**src/rtl/exe_arb_w15_if.sv**
```systemverilog
// exe_arb_w15_if
// Bundles every non-clock, non-reset signal of the exe_arb_w15 arbiter into one interface.
//
// Signal names keep the arbiter's point of view: i_* are driven into the arbiter and
// o_* are driven by it.
//   Requester side   : i_req0/1, i_oper0/1, i_argA0/1, i_argB0/1,
//                      o_ack0/1, o_result0/1, o_status0/1
//   Execution unit   : o_exe_oper, o_exe_argA, o_exe_argB, i_exe_result, i_exe_status
//   Observation      : o_busy, o_grant
//   With ARB_STATS_EN: o_cnt0, o_cnt1
//
// Modports:
//   slave  - the arbiter
//   master - the surroundings (clients, execution unit, bench)
//
// Optional feature macro: ARB_STATS_EN (adds the o_cnt0/o_cnt1 completion counters).

interface exe_arb_w15_if #(
  parameter int ARG_BITS = 4
);
  logic                i_req0;
  logic                i_req1;
  logic [1:0]          i_oper0;
  logic [1:0]          i_oper1;
  logic [ARG_BITS-1:0] i_argA0;
  logic [ARG_BITS-1:0] i_argA1;
  logic [ARG_BITS-1:0] i_argB0;
  logic [ARG_BITS-1:0] i_argB1;
  logic                o_ack0;
  logic                o_ack1;
  logic [ARG_BITS-1:0] o_result0;
  logic [ARG_BITS-1:0] o_result1;
  logic [3:0]          o_status0;
  logic [3:0]          o_status1;
  logic [1:0]          o_exe_oper;
  logic [ARG_BITS-1:0] o_exe_argA;
  logic [ARG_BITS-1:0] o_exe_argB;
  logic [ARG_BITS-1:0] i_exe_result;
  logic [3:0]          i_exe_status;
  logic                o_busy;
  logic                o_grant;
`ifdef ARB_STATS_EN
  logic [7:0]          o_cnt0;
  logic [7:0]          o_cnt1;
`endif

  modport slave (
    input  i_req0, i_req1, i_oper0, i_oper1, i_argA0, i_argA1, i_argB0, i_argB1,
    input  i_exe_result, i_exe_status,
    output o_ack0, o_ack1, o_result0, o_result1, o_status0, o_status1,
    output o_exe_oper, o_exe_argA, o_exe_argB, o_busy, o_grant
`ifdef ARB_STATS_EN
    , output o_cnt0, o_cnt1
`endif
  );

  modport master (
    output i_req0, i_req1, i_oper0, i_oper1, i_argA0, i_argA1, i_argB0, i_argB1,
    output i_exe_result, i_exe_status,
    input  o_ack0, o_ack1, o_result0, o_result1, o_status0, o_status1,
    input  o_exe_oper, o_exe_argA, o_exe_argB, o_busy, o_grant
`ifdef ARB_STATS_EN
    , input o_cnt0, o_cnt1
`endif
  );
endinterface

```
**src/rtl/exe_arb_w15.sv**
```systemverilog
// exe_arb_w15
// Round-robin sequencer that shares one fixed-latency execution unit between two requesters.
// A requester holds a level request with stable operands. The arbiter grants one owner in
// IDLE, drives the owner's operands to the unit, waits EXE_LAT edges, captures the unit's
// result/status into the owner's output registers, and pulses that owner's ack for one cycle.
// Each operation therefore occupies EXE_LAT+3 cycles.
//
// Parameters:
//   ARG_BITS - operand/result width; must match the execution unit
//   EXE_LAT  - unit latency in clock edges, 1..4
//
// Ports:
//   i_clk  - rising-edge clock
//   i_rst  - asynchronous active-high reset
//   io_bus - exe_arb_w15_if.slave, which carries the requests, operands, acks, results and
//            statuses, the execution-unit drive and return, and busy/grant
//
// Optional feature macro: ARB_STATS_EN adds o_cnt0/o_cnt1, two saturating 8-bit counts of
// completed operations per requester.

module exe_arb_w15 #(
  parameter int ARG_BITS = 4,
  parameter int EXE_LAT  = 1
) (
  input  logic         i_clk,
  input  logic         i_rst,
  exe_arb_w15_if.slave io_bus
);

  localparam int CNT_W = $clog2(EXE_LAT + 1);

  typedef enum logic [1:0] {
    ST_IDLE = 2'd0,
    ST_WAIT = 2'd1,
    ST_DONE = 2'd2
  } state_t;

  state_t              r_state;
  logic [CNT_W-1:0]    r_waitCnt;
  logic                r_last;
  logic                r_grant;
  logic                r_busy;
  logic                r_ack0;
  logic                r_ack1;
  logic [1:0]          r_exeOper;
  logic [ARG_BITS-1:0] r_exeArgA;
  logic [ARG_BITS-1:0] r_exeArgB;
  logic [ARG_BITS-1:0] r_result0;
  logic [ARG_BITS-1:0] r_result1;
  logic [3:0]          r_status0;
  logic [3:0]          r_status1;
`ifdef ARB_STATS_EN
  logic [7:0]          r_opCnt0;
  logic [7:0]          r_opCnt1;
`endif

  logic w_anyReq;
  logic w_pick;

  // On a tie, the requester that did not own the unit last time wins. A lone request
  // always wins.
  assign w_anyReq = io_bus.i_req0 | io_bus.i_req1;
  assign w_pick   = (io_bus.i_req0 & io_bus.i_req1) ? ~r_last : io_bus.i_req1;

  // The sequencer registers every output. Operands are latched once at grant. The wait
  // counter runs from EXE_LAT down to 0, and the unit's outputs are sampled in the cycle
  // where it reads 0.
  always_ff @(posedge i_clk or posedge i_rst) begin
    if (i_rst) begin
      r_state   <= ST_IDLE;
      r_waitCnt <= '0;
      r_last    <= 1'b1;
      r_grant   <= 1'b0;
      r_busy    <= 1'b0;
      r_ack0    <= 1'b0;
      r_ack1    <= 1'b0;
      r_exeOper <= '0;
      r_exeArgA <= '0;
      r_exeArgB <= '0;
      r_result0 <= '0;
      r_result1 <= '0;
      r_status0 <= '0;
      r_status1 <= '0;
`ifdef ARB_STATS_EN
      r_opCnt0  <= '0;
      r_opCnt1  <= '0;
`endif
    end else begin
      r_ack0 <= 1'b0;
      r_ack1 <= 1'b0;
      case (r_state)
        ST_IDLE: begin
          if (w_anyReq) begin
            r_exeOper <= w_pick ? io_bus.i_oper1 : io_bus.i_oper0;
            r_exeArgA <= w_pick ? io_bus.i_argA1 : io_bus.i_argA0;
            r_exeArgB <= w_pick ? io_bus.i_argB1 : io_bus.i_argB0;
            r_grant   <= w_pick;
            r_last    <= w_pick;
            r_waitCnt <= CNT_W'(EXE_LAT);
            r_busy    <= 1'b1;
            r_state   <= ST_WAIT;
          end
        end
        ST_WAIT: begin
          if (r_waitCnt == '0) begin
            if (r_grant) begin
              r_result1 <= io_bus.i_exe_result;
              r_status1 <= io_bus.i_exe_status;
              r_ack1    <= 1'b1;
            end else begin
              r_result0 <= io_bus.i_exe_result;
              r_status0 <= io_bus.i_exe_status;
              r_ack0    <= 1'b1;
            end
            r_state <= ST_DONE;
          end else begin
            r_waitCnt <= r_waitCnt - CNT_W'(1);
          end
        end
        ST_DONE: begin
          r_busy  <= 1'b0;
          r_state <= ST_IDLE;
`ifdef ARB_STATS_EN
          if (r_grant) begin
            if (r_opCnt1 != 8'hFF) r_opCnt1 <= r_opCnt1 + 8'd1;
          end else begin
            if (r_opCnt0 != 8'hFF) r_opCnt0 <= r_opCnt0 + 8'd1;
          end
`endif
        end
        default: begin
          r_busy  <= 1'b0;
          r_state <= ST_IDLE;
        end
      endcase
    end
  end

  // Drive the outputs straight from the registers.
  assign io_bus.o_ack0      = r_ack0;
  assign io_bus.o_ack1      = r_ack1;
  assign io_bus.o_result0   = r_result0;
  assign io_bus.o_result1   = r_result1;
  assign io_bus.o_status0   = r_status0;
  assign io_bus.o_status1   = r_status1;
  assign io_bus.o_exe_oper  = r_exeOper;
  assign io_bus.o_exe_argA  = r_exeArgA;
  assign io_bus.o_exe_argB  = r_exeArgB;
  assign io_bus.o_busy      = r_busy;
  assign io_bus.o_grant     = r_grant;
`ifdef ARB_STATS_EN
  assign io_bus.o_cnt0      = r_opCnt0;
  assign io_bus.o_cnt1      = r_opCnt1;
`endif

endmodule

```
**src/flat_wrapper.sv**
```systemverilog
// flat-port wrapper written by rule: the top's interface ports become plain ports
module exe_arb_w15_flat 
#(
  parameter int ARG_BITS = 4,
  parameter int EXE_LAT  = 1
)
  (i_clk, i_rst, io_bus_i_req0, io_bus_i_req1, io_bus_i_oper0, io_bus_i_oper1, io_bus_i_argA0, io_bus_i_argA1, io_bus_i_argB0, io_bus_i_argB1, io_bus_i_exe_result, io_bus_i_exe_status, io_bus_o_ack0, io_bus_o_ack1, io_bus_o_result0, io_bus_o_result1, io_bus_o_status0, io_bus_o_status1, io_bus_o_exe_oper, io_bus_o_exe_argA, io_bus_o_exe_argB, io_bus_o_busy, io_bus_o_grant);
  exe_arb_w15_if #(.ARG_BITS(ARG_BITS)) io_bus_i ();
  input  logic i_clk;
  input  logic i_rst;
  input wire logic [$bits(io_bus_i.i_req0)-1:0] io_bus_i_req0;
  input wire logic [$bits(io_bus_i.i_req1)-1:0] io_bus_i_req1;
  input wire logic [$bits(io_bus_i.i_oper0)-1:0] io_bus_i_oper0;
  input wire logic [$bits(io_bus_i.i_oper1)-1:0] io_bus_i_oper1;
  input wire logic [$bits(io_bus_i.i_argA0)-1:0] io_bus_i_argA0;
  input wire logic [$bits(io_bus_i.i_argA1)-1:0] io_bus_i_argA1;
  input wire logic [$bits(io_bus_i.i_argB0)-1:0] io_bus_i_argB0;
  input wire logic [$bits(io_bus_i.i_argB1)-1:0] io_bus_i_argB1;
  input wire logic [$bits(io_bus_i.i_exe_result)-1:0] io_bus_i_exe_result;
  input wire logic [$bits(io_bus_i.i_exe_status)-1:0] io_bus_i_exe_status;
  output wire logic [$bits(io_bus_i.o_ack0)-1:0] io_bus_o_ack0;
  output wire logic [$bits(io_bus_i.o_ack1)-1:0] io_bus_o_ack1;
  output wire logic [$bits(io_bus_i.o_result0)-1:0] io_bus_o_result0;
  output wire logic [$bits(io_bus_i.o_result1)-1:0] io_bus_o_result1;
  output wire logic [$bits(io_bus_i.o_status0)-1:0] io_bus_o_status0;
  output wire logic [$bits(io_bus_i.o_status1)-1:0] io_bus_o_status1;
  output wire logic [$bits(io_bus_i.o_exe_oper)-1:0] io_bus_o_exe_oper;
  output wire logic [$bits(io_bus_i.o_exe_argA)-1:0] io_bus_o_exe_argA;
  output wire logic [$bits(io_bus_i.o_exe_argB)-1:0] io_bus_o_exe_argB;
  output wire logic [$bits(io_bus_i.o_busy)-1:0] io_bus_o_busy;
  output wire logic [$bits(io_bus_i.o_grant)-1:0] io_bus_o_grant;
  assign io_bus_i.i_req0 = io_bus_i_req0;
  assign io_bus_i.i_req1 = io_bus_i_req1;
  assign io_bus_i.i_oper0 = io_bus_i_oper0;
  assign io_bus_i.i_oper1 = io_bus_i_oper1;
  assign io_bus_i.i_argA0 = io_bus_i_argA0;
  assign io_bus_i.i_argA1 = io_bus_i_argA1;
  assign io_bus_i.i_argB0 = io_bus_i_argB0;
  assign io_bus_i.i_argB1 = io_bus_i_argB1;
  assign io_bus_i.i_exe_result = io_bus_i_exe_result;
  assign io_bus_i.i_exe_status = io_bus_i_exe_status;
  assign io_bus_o_ack0 = io_bus_i.o_ack0;
  assign io_bus_o_ack1 = io_bus_i.o_ack1;
  assign io_bus_o_result0 = io_bus_i.o_result0;
  assign io_bus_o_result1 = io_bus_i.o_result1;
  assign io_bus_o_status0 = io_bus_i.o_status0;
  assign io_bus_o_status1 = io_bus_i.o_status1;
  assign io_bus_o_exe_oper = io_bus_i.o_exe_oper;
  assign io_bus_o_exe_argA = io_bus_i.o_exe_argA;
  assign io_bus_o_exe_argB = io_bus_i.o_exe_argB;
  assign io_bus_o_busy = io_bus_i.o_busy;
  assign io_bus_o_grant = io_bus_i.o_grant;
  exe_arb_w15 #(.ARG_BITS(ARG_BITS), .EXE_LAT(EXE_LAT)) u_core (.i_clk(i_clk), .i_rst(i_rst), .io_bus(io_bus_i));
endmodule
```
**config.mk**
```make
export PLATFORM = sky130hd
export DESIGN_NAME = exe_arb_w15_flat
export DESIGN_NICKNAME = d
export VERILOG_FILES = /design/src/rtl/exe_arb_w15_if.sv /design/src/rtl/exe_arb_w15.sv /design/src/flat_wrapper.sv
export SDC_FILE = /design/constraint.sdc
export NUM_CORES = 1
export LEC_CHECK = 0
export CAP_MARGIN = 5
export CELL_PAD_IN_SITES_DETAIL_PLACEMENT = 1
export CELL_PAD_IN_SITES_GLOBAL_PLACEMENT = 2
export CORE_UTILIZATION = 25
export CTS_CLUSTER_DIAMETER = 120
export CTS_CLUSTER_SIZE = 30
export DETAILED_ROUTE_END_ITERATION = 16
export HOLD_SLACK_MARGIN = 0.08
export PLACE_DENSITY = 0.78
export SYNTH_ARGS = -nofsm -noshare
export SYNTH_HDL_FRONTEND = slang
export SYNTH_SLANG_ARGS = --single-unit
export TNS_END_PERCENT = 1
```
**constraint.sdc**
```tcl
create_clock -name i_clk -period 2.1 [get_ports i_clk]
set_input_delay 0.21 -clock i_clk [delete_from_list [all_inputs] [get_ports i_clk]]
set_output_delay 0.21 -clock i_clk [all_outputs]
set_load 0.01 [all_outputs]
```
==> report_table.html <==
<table>
<tr><th>Metric</th><th>Value</th></tr>
<tr><th colspan="2">Global routing</th></tr>
<tr><td>Wire length of the first global-routing pass</td><td>5.35 mm</td></tr>
<tr><td>Initial antenna violation count</td><td>0</td></tr>
<tr><td>Number of global-route vias before repair</td><td>~1100</td></tr>
<tr><td>GRT Util Overall</td><td>11.8%</td></tr>
<tr><td>Global route overflow</td><td>0</td></tr>
<tr><td>Pin count of the biggest net entering global routing</td><td>35</td></tr>
<tr><th colspan="2">Detailed routing</th></tr>
<tr><td>Antenna Nets Post-Route</td><td>0</td></tr>
<tr><td>Highest routed metal layer</td><td>met4</td></tr>
<tr><td>Via density per instance</td><td>about 4.3</td></tr>
<tr><td>Number of DRC violations after detailed-routing iteration 0</td><td>22</td></tr>
<tr><td>Met3 Wirelength</td><td>273 um</td></tr>
<tr><td>Number of remaining DRC errors</td><td>0</td></tr>
<tr><td>Routed length on met2</td><td>1.55 mm</td></tr>
<tr><td>Detailed-route via count</td><td>992</td></tr>
<tr><td>Sum of routed wire length over all layers</td><td>3.13 mm</td></tr>
<tr><td>DR pass1 iterations</td><td>3</td></tr>
<tr><td>Met1 WL</td><td>1.27 mm</td></tr>
<tr><td>Average wire per cell in the routed design</td><td>13.6 um</td></tr>
<tr><th colspan="2">Pwr</th></tr>
<tr><td>P per Cell Area</td><td>approximately 1500 mW/mm2</td></tr>
<tr><td>Leakage power total</td><td>0.955 nW</td></tr>
<tr><td>Design Power</td><td>3.24 mW</td></tr>
<tr><td>Max VDD drop</td><td>~370 uV</td></tr>
<tr><th colspan="2">Clock tree</th></tr>
<tr><td>Post-CTS Setup Inserts</td><td>0</td></tr>
<tr><td>Hold_buf cts</td><td>0</td></tr>
<tr><td>Clock tree from TritonCTS</td><td>done</td></tr>
<tr><td>Clock latency reported for the late side of the worst-skew pair</td><td>0.28 ns</td></tr>
<tr><td>Total CTS buffers</td><td>5</td></tr>
<tr><td>Post-cts repair resize count</td><td>0</td></tr>
<tr><td>Clock tree root driver cell</td><td>sky130_fd_sc_hd__clkbuf_8</td></tr>
<tr><td>H-tree Lvls</td><td>2</td></tr>
<tr><td>Maximum number of buffers from clock root to sink</td><td>2</td></tr>
<tr><td>Sink count of the clock tree</td><td>34</td></tr>
<tr><td>Clock slew at the register clock pins of the worst setup and hold paths</td><td>roughly 0.070 ns</td></tr>
<tr><th colspan="2">Status</th></tr>
<tr><td>Result of the run</td><td>finished, final reports clean</td></tr>
<tr><th colspan="2">Yosys</th></tr>
<tr><td>Total of flip-flops plus latches after synthesis</td><td>34</td></tr>
<tr><td>Count of distinct cell types in the synthesized netlist</td><td>20</td></tr>
<tr><td>Area of the mapped netlist</td><td>0.00143 mm2</td></tr>
<tr><td>EDFF count, synth</td><td>0</td></tr>
<tr><td>Synthesized area divided by synthesized cell count</td><td>15.5 um2</td></tr>
<tr><td>Async set-reset flop share out of synthesis</td><td>100%</td></tr>
<tr><td>Yosys Warn Count</td><td>0</td></tr>
<tr><td>Predominant post-synthesis flop cell</td><td>sky130_fd_sc_hd__dfrtp_1</td></tr>
<tr><td>Syn nets</td><td>124</td></tr>
<tr><td>Gate count of the mapped netlist</td><td>between 90 and 100</td></tr>
<tr><td>Proportion of synthesized chip area in sequential cells</td><td>approximately three fifths</td></tr>
<tr><th colspan="2">Critical path</th></tr>
<tr><td>Startpoint type of the worst setup path</td><td>flop</td></tr>
<tr><td>Critical setup path kind</td><td>flop to flop</td></tr>
<tr><td>Max Fanout on Critical Path</td><td>11</td></tr>
<tr><td>Worst reg2reg setup slack</td><td>0.46 ns</td></tr>
<tr><td>Setup crit end kind</td><td>flop</td></tr>
<tr><td>CP Data Required Time</td><td>2.26 ns</td></tr>
<tr><td>Worst endpoint data arrival time</td><td>~1.8 ns</td></tr>
<tr><th colspan="2">STA</th></tr>
<tr><td>Top achievable clock speed</td><td>609 MHz</td></tr>
<tr><td>Slew margin rel.</td><td>70.8%</td></tr>
<tr><td>Worst hold-check slack</td><td>0.320 ns</td></tr>
<tr><td>Setup slack of the critical path after layout</td><td>0.458 ns</td></tr>
<tr><td>Count of final hold-check violations</td><td>0</td></tr>
<tr><td>Transition time at the pin with the least slew margin</td><td>about 0.44 ns</td></tr>
<tr><td>Maximum clock skew at final layout</td><td>0.00422 ns</td></tr>
<tr><td>Share of the cycle needed by the critical path after routing</td><td>between 70% and 80%</td></tr>
<tr><td>Count of pins over their slew limit</td><td>0</td></tr>
<tr><td>RSZ-0062 raised after global routing</td><td>false</td></tr>
<tr><td>Setup Total Neg Slack</td><td>0 ns</td></tr>
<tr><td>Final critical path time including I/O delays and setup</td><td>1.64 ns</td></tr>
<tr><td>Final-report setup violation count</td><td>0</td></tr>
<tr><th colspan="2">Run</th></tr>
<tr><td>Maxcap violations</td><td>0</td></tr>
<tr><th colspan="2">Final layout</th></tr>
<tr><td>Net count of the finished layout</td><td>roughly 190</td></tr>
<tr><td>Fraction of the core area covered by cells at the end of the flow</td><td>between 40% and 50%</td></tr>
<tr><td>Fillcell total</td><td>approximately 580</td></tr>
<tr><td>Area growth from synthesis to layout</td><td>56.1%</td></tr>
<tr><td>Multi-input gate area</td><td>about 530 um2</td></tr>
<tr><td>Post-Layout Cell Count</td><td>231</td></tr>
<tr><td>Final cell area excluding filler cells</td><td>0.00223 mm2</td></tr>
<tr><td>Number of antenna cells inserted</td><td>0</td></tr>
<tr><td>Area taken by flip-flops and latches</td><td>roughly 850 um2</td></tr>
<tr><td>Proportion of layout cells with a drive suffix above 1</td><td>30.8%</td></tr>
<tr><th colspan="2">Die</th></tr>
<tr><td>Initial standard-cell utilization of the core</td><td>25.9%</td></tr>
<tr><td>Width of the chip</td><td>77.6 um</td></tr>
<tr><td>Core Region</td><td>~0.0055 mm2</td></tr>
<tr><td>I/O pin cnt</td><td>62</td></tr>
<tr><td>Height of the die</td><td>77.6 um</td></tr>
<tr><td>Die Footprint</td><td>0.00602 mm2</td></tr>
<tr><td>Row cnt</td><td>27</td></tr>
<tr><th colspan="2">Placed design</th></tr>
<tr><td>Global placement routability congestion</td><td>0.680</td></tr>
<tr><td>Half-perimeter wire length of the detailed placement result</td><td>~2.4 mm</td></tr>
<tr><td>Number of I/O port buffers</td><td>61</td></tr>
<tr><td>Post-DP Area</td><td>0.00212 mm2</td></tr>
<tr><td>Placed instance count</td><td>between 200 and 250</td></tr>
<tr><td>Post-Place Setup Slack</td><td>between 0.2 and 0.25 ns</td></tr>
<tr><th colspan="2">Worst hold path</th></tr>
<tr><td>Path category of the worst min-delay check</td><td>input pin to asynchronous set/reset pin</td></tr>
</table>
## final timing paths
kind | startpoint | to | depth (start not counted)
setup / recovery | u_core.r_last$_DFFE_PP1P_ | u_core.io_bus.o_exe_argB[3]$_DFFE_PP0P_ | 3
min in group i_clk | u_core.r_waitCnt$_DFFE_PP0P_ | u_core.r_state[1]$_DFFE_PP0P_ | 1
hold / removal | i_rst | u_core.io_bus.o_result0[1]$_DFFE_PP0P_ | 3
max in group asynchronous | i_rst | u_core.r_last$_DFFE_PP1P_ | 3
setup reg to reg | u_core.r_last$_DFFE_PP1P_ | u_core.io_bus.o_exe_argB[3]$_DFFE_PP0P_ | 3
hold reg to reg | u_core.r_waitCnt$_DFFE_PP0P_ | u_core.r_state[1]$_DFFE_PP0P_ | 1
## registers in the layout, summed over array words and instances, names as in the netlist
register,flops
u_core.io_bus.o_grant,1
u_core.io_bus.o_ack0,1
u_core.io_bus.o_exe_argB,4
u_core.r_last,1
u_core.io_bus.o_exe_argA,4
u_core.io_bus.o_exe_oper,2
u_core.io_bus.o_status1,4
u_core.r_waitCnt,1
u_core.io_bus.o_status0,4
u_core.io_bus.o_result1,4
u_core.io_bus.o_busy,1
u_core.io_bus.o_ack1,1
u_core.io_bus.o_result0,4
u_core.r_state,2
## cell usage in the layout (no fill, tap or decap), drive strengths merged
cell,Yosys,layout
a21o,1,1
inv,3,3
nand3b,1,1
nor2,1,1
a21bo,1,1
clkbuf,0,6
buf,4,3
a31oi,1,1
dfstp,1,1
clkdlybuf4s50,0,61
mux2,36,36
nor3b,1,1
o21ai,3,3
bufinv,0,1
nor3,1,1
dfrtp,33,33
nor2b,1,1
nand2,2,2
and2,1,1
a21oi,1,1
## worst max-delay path, cell delays in order (launching register included)
cell and delay (ns):
sky130_fd_sc_hd__dfstp_2 0.54, sky130_fd_sc_hd__a21bo_2 0.36, sky130_fd_sc_hd__mux2_2 0.37, sky130_fd_sc_hd__mux2_2 0.25
## kinds of logic after synthesis
logic type	share of synthesized area, %
compound gates	3.06
flops	59.6
mux	30.7
buf+inv	3.15
simple gates	3.42
## cell usage after synthesis (2+ instances only)
cell type / number / area (um2)
sky130_fd_sc_hd__mux2_2: 27 / 304
sky130_fd_sc_hd__inv_1: 3 / 11.3
sky130_fd_sc_hd__nand2_1: 2 / 7.51
sky130_fd_sc_hd__mux2_4: 9 / 135
sky130_fd_sc_hd__buf_4: 3 / 22.5
sky130_fd_sc_hd__dfrtp_1: 33 / 826
sky130_fd_sc_hd__o21ai_0: 2 / 10.0
## cell type report
cell class	count	area share, %
Sequential cell	34	38.2
Tap cell	72	4.04
Clock buffer	6	3.70
Clock inverter	1	1.35
Inverter	3	0.505
Timing Repair Buffer	64	28.4
Multi-Input combinational cell	51	23.8
## power breakdown
group	switching, mW	total, mW	internal (mW)
Clock	0.218	0.597	0.379
Combinational	0.528	1.46	0.930
Sequential	0.190	1.18	0.994
## metal layers
layer | up-vias | global-route usage (%)
li1 | 453 | -
met1 | 482 | 14.3
met2 | 50 | 18.8
met3 | 7 | 5.41
met4 | 0 | 3.40
met5 | - | 0
Note: power is estimated with default switching activity, not from simulation.
